[config.mk]
export PLATFORM = sky130hd
export DESIGN_NAME = pc_unit
export DESIGN_NICKNAME = d
export VERILOG_FILES = /design/src/rtl/pc_pkg.sv /design/src/rtl/pc_redirect_buf.sv /design/src/rtl/pc_unit.sv
export SDC_FILE = /design/constraint.sdc
export NUM_CORES = 1
export LEC_CHECK = 0
export ABC_AREA = 1
export BUFFER_PORTS_ARGS = -buffer_cell sky130_fd_sc_hd__buf_2
export CORE_AREA = 2 2 117 119
export DETAILED_ROUTE_END_ITERATION = 6
export DIE_AREA = 0 0 119 121
export GPL_ROUTABILITY_DRIVEN = 1
export PLACE_DENSITY = 0.77
export SKIP_CTS_REPAIR_TIMING = 1
export SYNTH_ARGS = -nofsm -noshare
export SYNTH_HDL_FRONTEND = slang
export SYNTH_SLANG_ARGS = --single-unit
[constraint.sdc]
create_clock -name clk -period 2.65 [get_ports clk]
set_clock_uncertainty 0.05 [all_clocks]
set_input_delay 0.1325 -clock clk [delete_from_list [all_inputs] [get_ports clk]]
set_output_delay 0.1325 -clock clk [all_outputs]
set_load 0.03 [all_outputs]
[src/rtl/pc_pkg.sv]
// Shared fetch-stage constants and the redirect-buffer state/control types.
// W is also used by the IF/ID pipeline register and CP0.
package pc_pkg;

    localparam int unsigned PC_W         = 32;
    localparam logic [31:0] RESET_PC_DEF = 32'h0000_3000;
    localparam logic [31:0] EXC_VEC_DEF  = 32'h0000_4180;
    localparam logic [31:0] IM_LO_DEF    = 32'h0000_3000;
    localparam logic [31:0] IM_HI_DEF    = 32'h0000_6FFC;

    typedef enum logic {
        BUF_IDLE,
        BUF_HELD
    } buf_state_t;

    typedef enum logic [1:0] {
        BUF_HOLD,
        BUF_LOAD,
        BUF_CLEAR
    } buf_op_t;

endpackage

[src/rtl/pc_redirect_buf.sv]
// Holds a redirect that arrived while fetch was stalled until the stall lifts.
// op selects load (capture target, go HELD), clear (go IDLE) or hold.
module pc_redirect_buf
    import pc_pkg::*;
#(
    parameter int unsigned W = PC_W
) (
    input  logic         clk,
    input  logic         reset,
    input  buf_op_t      op,
    input  logic [W-1:0] target_in,
    output logic         pending,
    output logic [W-1:0] pend_target
);

    buf_state_t state, state_nxt;

    always_ff @(posedge clk or posedge reset) begin
        if (reset) begin
            state <= BUF_IDLE;
        end else begin
            state <= state_nxt;
        end
    end

    always_comb begin
        state_nxt = state;
        case (op)
            BUF_LOAD:  state_nxt = BUF_HELD;
            BUF_CLEAR: state_nxt = BUF_IDLE;
            default:   state_nxt = state;
        endcase
    end

    // A later load while still HELD simply overwrites the buffered target.
    always_ff @(posedge clk or posedge reset) begin
        if (reset) begin
            pend_target <= '0;
        end else if (op == BUF_LOAD) begin
            pend_target <= target_in;
        end
    end

    assign pending = (state == BUF_HELD);

endmodule

[src/rtl/pc_unit.sv]
// Fetch-stage program counter: priority next-PC mux, pc register, +4 adder,
// fetch address error check and fetch counter.
module pc_unit
    import pc_pkg::*;
#(
    parameter int unsigned W          = PC_W,
    parameter logic [W-1:0] RESET_PC   = W'(RESET_PC_DEF),
    parameter logic [W-1:0] EXC_VECTOR = W'(EXC_VEC_DEF),
    parameter logic [W-1:0] IM_LO      = W'(IM_LO_DEF),
    parameter logic [W-1:0] IM_HI      = W'(IM_HI_DEF),
    parameter int unsigned CNT_W      = 32
) (
    input  logic             clk,
    input  logic             reset,
    input  logic             en,
    input  logic             redirect_valid,
    input  logic [W-1:0]     redirect_target,
    input  logic             exc_req,
    input  logic             eret_req,
    input  logic [W-1:0]     epc,
    output logic [W-1:0]     pc,
    output logic [W-1:0]     pc_plus4,
    output logic             adel,
    output logic             pending,
    output logic [CNT_W-1:0] fetch_cnt
);

    logic [W-1:0] pend_target;
    logic [W-1:0] pc_nxt;
    logic         pc_load;
    buf_op_t      buf_op;

    pc_redirect_buf #(
        .W (W)
    ) u_redirect_buf (
        .clk         (clk),
        .reset       (reset),
        .op          (buf_op),
        .target_in   (redirect_target),
        .pending     (pending),
        .pend_target (pend_target)
    );

    assign pc_plus4 = pc + W'(4);

    // CP0 requests bypass the stall; a fresh redirect beats a buffered one.
    always_comb begin
        pc_nxt  = pc;
        pc_load = 1'b0;
        buf_op  = BUF_HOLD;
        if (exc_req) begin
            pc_nxt  = EXC_VECTOR;
            pc_load = 1'b1;
            buf_op  = BUF_CLEAR;
        end else if (eret_req) begin
            pc_nxt  = epc;
            pc_load = 1'b1;
            buf_op  = BUF_CLEAR;
        end else if (en && redirect_valid) begin
            pc_nxt  = redirect_target;
            pc_load = 1'b1;
            buf_op  = BUF_CLEAR;
        end else if (en && pending) begin
            pc_nxt  = pend_target;
            pc_load = 1'b1;
            buf_op  = BUF_CLEAR;
        end else if (en) begin
            pc_nxt  = pc_plus4;
            pc_load = 1'b1;
        end else if (redirect_valid) begin
            buf_op  = BUF_LOAD;
        end
    end

    always_ff @(posedge clk or posedge reset) begin
        if (reset) begin
            pc        <= RESET_PC;
            fetch_cnt <= '0;
        end else if (pc_load) begin
            pc        <= pc_nxt;
            fetch_cnt <= fetch_cnt + CNT_W'(1);
        end
    end

    assign adel = (pc[1:0] != 2'b00) || (pc < IM_LO) || (pc > IM_HI);

endmodule

# After elaboration in Yosys (flattened, before gate mapping)
# Index checks and enable logic that the tools add are counted.
dict set report word_totals {
  ff_bits 97
  latchBits 0
  mem_bits_rw 0
  romBits 0
  inputBits 70
  elab_cells 35
  memories 0
}
dict set report classes {
  addsub 2
  multipliers 0
  n_div 0
  order_cmp 2
  eq_ne 2
  shift 0
  n_mux 17
  n_bitwise 0
  n_reduce_logical 8
}
# cell n
set ops {}
lappend ops {{$mux W32} 5}
lappend ops {{$add A32 B1 Y32 const B} 1}
lappend ops {{$add A32 B3 Y32 const B} 1}
lappend ops {{$gt A32 B15 Y1 const B} 1}
lappend ops {{$lt A32 B14 Y1 const B} 1}
lappend ops {{$mux W2} 4}
lappend ops {{$mux W1} 7}
lappend ops {{$reduce_bool A5 Y1} 1}
lappend ops {{$reduce_bool A2 Y1} 2}
lappend ops {{$eq A2 B1 Y1 const B} 1}
lappend ops {{$eq A2 B2 Y1 const B} 1}
lappend ops {{$logic_and A1 B1 Y1} 2}
lappend ops {{$logic_or A1 B1 Y1} 2}
lappend ops {{$pmux W1 S2} 1}
lappend ops {{$reduce_and A2 Y1} 1}

# Logic depth before layout (Yosys ltp)
# Gate-level depths: netlist of run 1.
dict set report depth {
  depth_word 8
  mapped_depth 14
  depth_no_buf 14
}

# Modules after synthesis
# From an unflattened synthesis of run 1, not the netlist that was laid out.
dict set report unflattened {
  hier_cells 929
  hier_area_um2 6299.8
}
# module n_inst cells_each area_per_inst_um2 seq_area_each_um2
set modules_own_cells {}
lappend modules_own_cells {pc_unit 1 785 4937.2 1604.0}
lappend modules_own_cells {pc_redirect_buf 1 144 1362.6 825.8}

# Least setup slack after synthesis of run 1
# Ideal clock, no wire load.
dict set report synth_path {
  path_kind {flip-flop to flip-flop}
  startpoint {register pc[2]}
  endpoint {register pc[7]}
  setup_ns 0.077
  t_arrival_ns 2.082
  required_time_ns 2.523
  path_slack_ns 0.441
  path_stages_with_launch 9
  path_buffers 0
  synth_period_minus_slack_ns 2.209
  path_cell_list {dfrtp_1 inv_1 nor2_2 nand2_1 xnor2_1 o21ai_0 nand3_1 nand2_1 a21oi_1}
}
dict set report synth_between {
  elab_chain_len 6
}
# item line
set synth_rtl {}
lappend synth_rtl {{start, declared} pc_unit.sv:21} ;# output logic [W-1:0] pc,
lappend synth_rtl {{start signal, assigned} pc_unit.sv:80} ;# pc <= pc_nxt;
lappend synth_rtl {{$add A32 B3 Y32} pc_unit.sv:44} ;# assign pc_plus4 = pc + W'(4);
lappend synth_rtl {{named net pc_plus4[7]} pc_unit.sv:22} ;# output logic [W-1:0] pc_plus4,
lappend synth_rtl {{$mux W32} pc_unit.sv:67} ;# end else if (en) begin
lappend synth_rtl {{$mux W32} pc_unit.sv:63} ;# end else if (en && pending) begin
lappend synth_rtl {{$mux W32} pc_unit.sv:59} ;# end else if (en && redirect_valid) begin
lappend synth_rtl {{$mux W32} pc_unit.sv:55} ;# end else if (eret_req) begin
lappend synth_rtl {{$mux W32} pc_unit.sv:51} ;# if (exc_req) begin
# The timed path passes the listed nets, and every way through them passes these cells. The select of a mux whose other input is x is not followed.
# A chain may end at the register's enable or synchronous reset.

# Final worst setup path of run 1
dict set report layout_path {
  startpoint {register pc[2]}
  endpoint {output pc_plus4[22]}
}
dict set report layout_between {
  elab_chain_len 1
}
# item line
set layout_rtl {}
lappend layout_rtl {{$add A32 B3 Y32} pc_unit.sv:44}
lappend layout_rtl {{end, declared} pc_unit.sv:22}
# No other way between the ends.

==> results.sh, run 1 <==
export IMPL_yosysWarningCount=0
export IMPL_slowest_delay_ns=0.43
export IMPL_pwr_share_comb_pct=30.2
export IMPL_clock_sinks=97
export IMPL_clk_latency_ns=0.36
export IMPL_portBuffers=167
export IMPL_path_cells="ha_1 > nand2_2 > nor2_1 > nand2_2 > nor2_4 > nand2_1 > nand2_1 > and2_1 > buf_2"
export IMPL_outcome="complete, but fails checks"
export IMPL_worstReg2RegStart="pc[2]$_DFFE_PP0P_"
export IMPL_critPathArrivalTime_ns=2.14
export IMPL_synth_cell_types=39
export IMPL_syn2layout_area_growth_pct=23.1
export IMPL_dp_cells=1220
export IMPL_final_cells=1252
export IMPL_drc=0
export IMPL_syn_inst=900
export IMPL_tightest_slew_ns=0.674
export IMPL_switching_share_pct=38.0
export IMPL_overflow=0
export IMPL_dpl_hpwl_um=13900
export IMPL_ios=168
export IMPL_design_area_um2=7600
export IMPL_worstSetupStartpointType="flop"
export IMPL_h_tree_depth=3
export IMPL_p_int_mw=2.82
export IMPL_tns_ns=0
export IMPL_initial_core_util_pct=47.1
export IMPL_finalMaxSlewViolations=0
export IMPL_violations="hold timing"
export IMPL_drive_above_1_share_pct=22.6
export IMPL_crit_required_ns=2.47
export IMPL_ant_nets=0
export IMPL_rsz0062_at_grt="false"
export IMPL_hold_class="input port to flop"
export IMPL_max_clock_freq_mhz=430
export IMPL_synth_main_ff_cell="dfrtp_1"
export IMPL_clock_path_buffers=2
export IMPL_slew_headroom_pct=55.0
export IMPL_seq_area_frac_synth_pct=39.4
export IMPL_crit_type="flop to primary output"
export IMPL_vias=6299
export IMPL_routedWlPerCell_um=14.9
export IMPL_hold_start="redirect_target[19]"
export IMPL_die_y_um=121
export IMPL_finalCritPeriodShare_pct=87.8
export IMPL_antenna_cells=0
export IMPL_clk_pin_slew_ns=0.07
export IMPL_first_iter_violations=551
export IMPL_p_leak_nw=4.11
export IMPL_cap_violations=0
export IMPL_vdd_drop_max_mv=0.333
export IMPL_root_buffer="clkbuf_16"
export IMPL_reg2reg_slack_ns=0.68
export IMPL_sequentialPowerShare_pct=42.6
export IMPL_startpoint="pc[2]$_DFFE_PP0P_"
export IMPL_layout_min_cycle_time_ns=2.33
export IMPL_die_area_um2=14400
export IMPL_grt_pass1_wl_um=30100
export IMPL_netlist_area_um2=6170
export IMPL_grt_max_degree=59
export IMPL_numCtsBuffers=9
export IMPL_switching_power_mw=1.73
export IMPL_synth_edf_count=0
export IMPL_postSynth_asyncResetShare_pct=100
export IMPL_synth_top_cell_by_area="dfrtp_1"
export IMPL_final_hold_violation_count=13
export IMPL_nets=1145
export IMPL_first_global_vias=5699
export IMPL_die_w_um=119
export IMPL_synth_most_common_cell="nand2_1"
export IMPL_syn_area_per_cell_um2=6.85
export IMPL_yosys_top_cells_count="nand2_1 (309), inv_1 (108), nor2_1 (104)"
export IMPL_totalWireLength_um=18700
export IMPL_cts_tree="yes"
export IMPL_antenna_found_initial=0
export IMPL_synthTopCellsByArea="dfrtp_1 (39%), nand2_1 (19%), inv_1 (6.6%)"
export IMPL_p_per_area_nw_per_um2=599
export IMPL_cp_slowest_cell="dfrtp_1"
export IMPL_viasPerCell=5.03
export IMPL_synth_nets=974
export IMPL_clkPwrFrac_pct=27.1
export IMPL_holdWs_ns=-0.0475
export IMPL_fp_row_count=42
export IMPL_drt_pass1_iterations=5
export IMPL_synth_top_area_share_pct=38.5
export IMPL_core_um2=13100
export IMPL_grt_use_total_pct=26.7
export IMPL_place_area_um2=7160
export IMPL_crit_fanout=5
export IMPL_setup_violations=0
export IMPL_crit_path_end_kind="primary output"
export IMPL_place_congestion=0.979
export IMPL_synth_seq_cells=97
==> flip-flops by register name, summed over array words and instances (netlist names) <==
register and count:
u_redirect_buf.pending 1, fetch_cnt 32, u_redirect_buf.pend_target 32, pc 32
==> kinds of logic (layout without fill, tap and decap cells) <==
family	after synthesis	count (layout)	share of synthesized area [%]
buffers and inverters	145	321	9.41
flip-flops	97	97	39.4
adder cells (fa/ha/maj)	4	4	0.811
AND/OR/NAND/NOR	520	520	36.0
XOR/XNOR	43	43	6.11
multiplexers	4	4	0.730
AO/OA/AOI/OAI	87	87	7.59
==> critical path, delay by kind of cell, from the launching register on <==
family                   cells  cell delay (ns)
AND/OR/NAND/NOR              7             0.93
flip-flops                   1             0.43
buffers and inverters        1             0.20
adder cells (fa/ha/maj)      1             0.21
==> power groups by stage <==
stage	clock network, mW	registers [mW]	logic (mW)
CTS	1.26	1.94	1.36
floorplan	0	2.17	0.695
detailed placement	0	1.96	1.35
finish	1.24	1.94	1.38
global placement	0	1.95	1.33
global route	1.31	1.98	1.52
==> worst paths after layout <==
check	to	depth (start not counted)
min in group asynchronous	fetch_cnt[6]$_DFFE_PP0P_	3
setup / recovery	pc_plus4[22]	9
setup reg to reg	pc[28]$_DFFE_PP0P_	14
hold reg to reg	fetch_cnt[31]$_DFFE_PP0P_	1
max in group asynchronous	pc[12]$_DFFE_PP1P_	4
hold / removal	u_redirect_buf.pend_target[19]$_DFFE_PP0N_	3
==> stage by stage <==
stage                     worst slack (ns)  utilization (%)  total power [mW]
after floorplan                      0.441                -              2.86
after global placement               0.746             54.7              3.28
after detailed placement             0.660             54.7              3.31
after CTS                            0.325             56.8              4.56
after global routing                 0.193             58.1              4.81
final                                0.323             58.1              4.55
==> cell usage in the layout (no fill, tap or decap), types with 2 or more instances in the layout <==
master,n
nand3_1,34
nand2_2,8
mux2_2,4
o21ai_0,62
o22ai_1,4
dfstp_2,2
a21o_1,2
nor3_1,14
nor2_2,5
nand4_1,7
or2_2,15
nor4_1,4
clkinvlp_4,2
dlygate4sd3_1,16
and2_1,4
nand2_1,309
buf_4,10
dfrtp_1,95
nor2_1,104
buf_2,167
nand3b_1,4
clkinv_2,3
a21oi_1,12
a211oi_1,2
nor2_4,8
inv_1,107
ha_1,3
xnor2_1,14
inv_2,3
xor2_1,29
clkbuf_16,9
==> per-layer routing <==
| layer | part of all wire (%) | vias up | global-route usage, % |
|---|---|---|---|
| met2 | 46 | 242 | 41.9 |
| met1 | 44 | 2894 | 37.1 |
| li1 | - | 3121 | - |
| met4 | 3.1 | 0 | 10.7 |
| met5 | 0 | - | 0 |
| met3 | 6.6 | 42 | 4.09 |
==> layout make-up <==
type	count	area [um^2]
clock buffers	11	243
clock inverters	5	31.3
fillers	1286	5490
inverters	111	420
multi-input cells	658	3160
flip-flops and latches	97	2430
well taps	176	220
repair buffers	194	1090
No activity file was read; power rests on OpenSTA's default activity.
==> run 2, diff against run 1 <==
--- a/config.mk
+++ b/config.mk
@@ -11,7 +11,9 @@
 export DETAILED_ROUTE_END_ITERATION = 6
 export DIE_AREA = 0 0 119 121
 export GPL_ROUTABILITY_DRIVEN = 1
+export GPL_TIMING_DRIVEN = 0
 export PLACE_DENSITY = 0.77
+export REMOVE_ABC_BUFFERS = 1
 export SKIP_CTS_REPAIR_TIMING = 1
 export SYNTH_ARGS = -nofsm -noshare
 export SYNTH_HDL_FRONTEND = slang
==> results.sh, run 2 (synthesis gave the netlist of run 1 again) <==
export IMPL_rsz0062_at_grt="true"
export IMPL_numCtsBuffers=9
export IMPL_tightest_slew_ns=0.955
export IMPL_die_w_um=119
export IMPL_place_congestion=0.857
export IMPL_final_cells=1266
export IMPL_grt_pass1_wl_um=27800
export IMPL_holdWs_ns=-0.0219
export IMPL_drt_pass1_iterations=4
export IMPL_finalMaxSlewViolations=0
export IMPL_drive_above_1_share_pct=22.6
export IMPL_post_route_util_pct=59.9
export IMPL_slew_headroom_pct=36.3
export IMPL_crit_fanout=48
export IMPL_multiInputGateArea_um2=3200
export IMPL_worstReg2RegStart="u_redirect_buf.pending$_DFFE_PP0P_"
export IMPL_power_mw=4.76
export IMPL_portBuffers=167
export IMPL_worstSetupStartpointType="flop"
export IMPL_rr_worst_depth=6
export IMPL_first_iter_violations=581
export IMPL_grt_max_degree=71
export IMPL_antenna_found_initial=1
export IMPL_layout_min_cycle_time_ns=2.61
export IMPL_clock_path_buffers=2
export IMPL_fillers=1223
export IMPL_die_y_um=121
export IMPL_ant_nets=0
export IMPL_crit_required_ns=2.83
export IMPL_die_area_um2=14400
export IMPL_hold_depth=3
export IMPL_clk_latency_ns=0.36
export IMPL_fp_row_count=42
export IMPL_outcome="complete, but fails checks"
export IMPL_cts_tree="yes"
export IMPL_initial_core_util_pct=47.1
export IMPL_clock_sinks=97
export IMPL_startpoint="u_redirect_buf.pending$_DFFE_PP0P_"
export IMPL_seq_area_um2=2430
export IMPL_clk_pin_slew_ns=0.07
export IMPL_pre_cts_ws_ns=-1.03
export IMPL_min_to="u_redirect_buf.pend_target[17]$_DFFE_PP0N_"
export IMPL_final_cell_mix="nand2_1 (307), buf_2 (167), inv_1 (106), nor2_1 (104), dfrtp_1 (95)"
export IMPL_crit_type="flop to flop"
export IMPL_r2r_end="u_redirect_buf.pend_target[15]$_DFFE_PP0N_"
export IMPL_vias=6387
export IMPL_p_leak_nw=4.19
export IMPL_crit_path_end_kind="flop"
export IMPL_syn2layout_area_growth_pct=27.1
export IMPL_final_hold_violation_count=4
export IMPL_ios=168
export IMPL_violations="hold timing"
export IMPL_drc=0
export IMPL_critPathArrivalTime_ns=2.79
export IMPL_first_global_vias=5695
export IMPL_dp_cells=1211
export IMPL_cap_violations=0
export IMPL_dpl_hpwl_um=12200
export IMPL_final_common_cell="nand2_1"
export IMPL_routedWlPerCell_um=14.4
export IMPL_totalWireLength_um=18200
export IMPL_p_per_area_nw_per_um2=607
export IMPL_viasPerCell=5.05
export IMPL_setup_slack_ns=0.0445
export IMPL_setup_violations=0
export IMPL_top_regs="fetch_cnt (32), pc (32), u_redirect_buf.pend_target (32)"
export IMPL_hold_start="redirect_target[17]"
export IMPL_root_buffer="clkbuf_16"
export IMPL_max_clock_freq_mhz=384
export IMPL_reg2reg_slack_ns=0.04
export IMPL_finalCritPeriodShare_pct=98.3
export IMPL_grt_use_total_pct=24.4
export IMPL_core_um2=13100
export IMPL_hold_class="input port to flop"
export IMPL_nets=1158
export IMPL_overflow=0
export IMPL_h_tree_depth=3
export IMPL_vdd_drop_max_mv=0.603
[run 2: cell types whose count changed in the layout (fill, tap and decap cells not counted), moves of 2 or more]
cell and delta:
bufinv_16 +2, inv_4 +2, clkinv_4 +2, buf_16 +2, clkinv_2 -3, dlygate4sd3_1 +13, nand2_1 -2, buf_4 -2
[run 2: critical path, stage by stage, from the launching register on]
cell and delay, ns:
dfrtp_1 0.47, nand2_8 0.28, clkinvlp_4 0.27, nor3_1 0.39, ha_4 0.42, buf_16 0.22, mux2_2 0.35
[run 2: worst max path at each step]
stage / to / slack [ns] / depth (start not counted)
after floorplan: u_redirect_buf.pend_target[14]$_DFFE_PP0N_ / -0.87 / 5
after global placement: u_redirect_buf.pend_target[15]$_DFFE_PP0N_ / -2.27 / 5
after detailed placement: u_redirect_buf.pend_target[15]$_DFFE_PP0N_ / -1.03 / 9
after CTS: u_redirect_buf.pend_target[15]$_DFFE_PP0N_ / -0.79 / 6
after global routing: u_redirect_buf.pend_target[15]$_DFFE_PP0N_ / -0.12 / 6
final: u_redirect_buf.pend_target[15]$_DFFE_PP0N_ / 0.04 / 6
[run 2: area by class of cell]
type / count / share of cell area [%]
Multi-Input combinational cell: 659 / 40.8
Sequential cell: 97 / 31.0
Timing Repair Buffer: 206 / 15.8
Inverter: 111 / 5.43
Clock buffer: 10 / 2.92
Tap cell: 176 / 2.81
Clock inverter: 6 / 1.18
Antenna cell: 1 / 0.0319
[run 2: routing by layer]
metal  wire length [um]  share of wire [%]  track usage [%]
met1               7590                 42             29.7
met2               8700                 48             40.8
met3               1330                7.3             7.10
met4                609                3.3             9.60
met5                  0                  0                0
[run 2: power by group]
group	switching [mW]	leakage (nW)	total [mW]	internal (mW)
sequential	0.216	1.19	1.94	1.72
combinational	0.928	2.86	1.38	0.453
clock	0.605	0.149	1.44	0.831
total	1.75	4.19	4.76	3.01
[run 2: through the flow]
step,area [um^2],TNS [ns]
after floorplan,6000,-29.18
after global placement,7060,-223.87
after detailed placement,7120,-47.57
after CTS,7440,-24.54
after global routing,7840,-0.118
final,7840,0
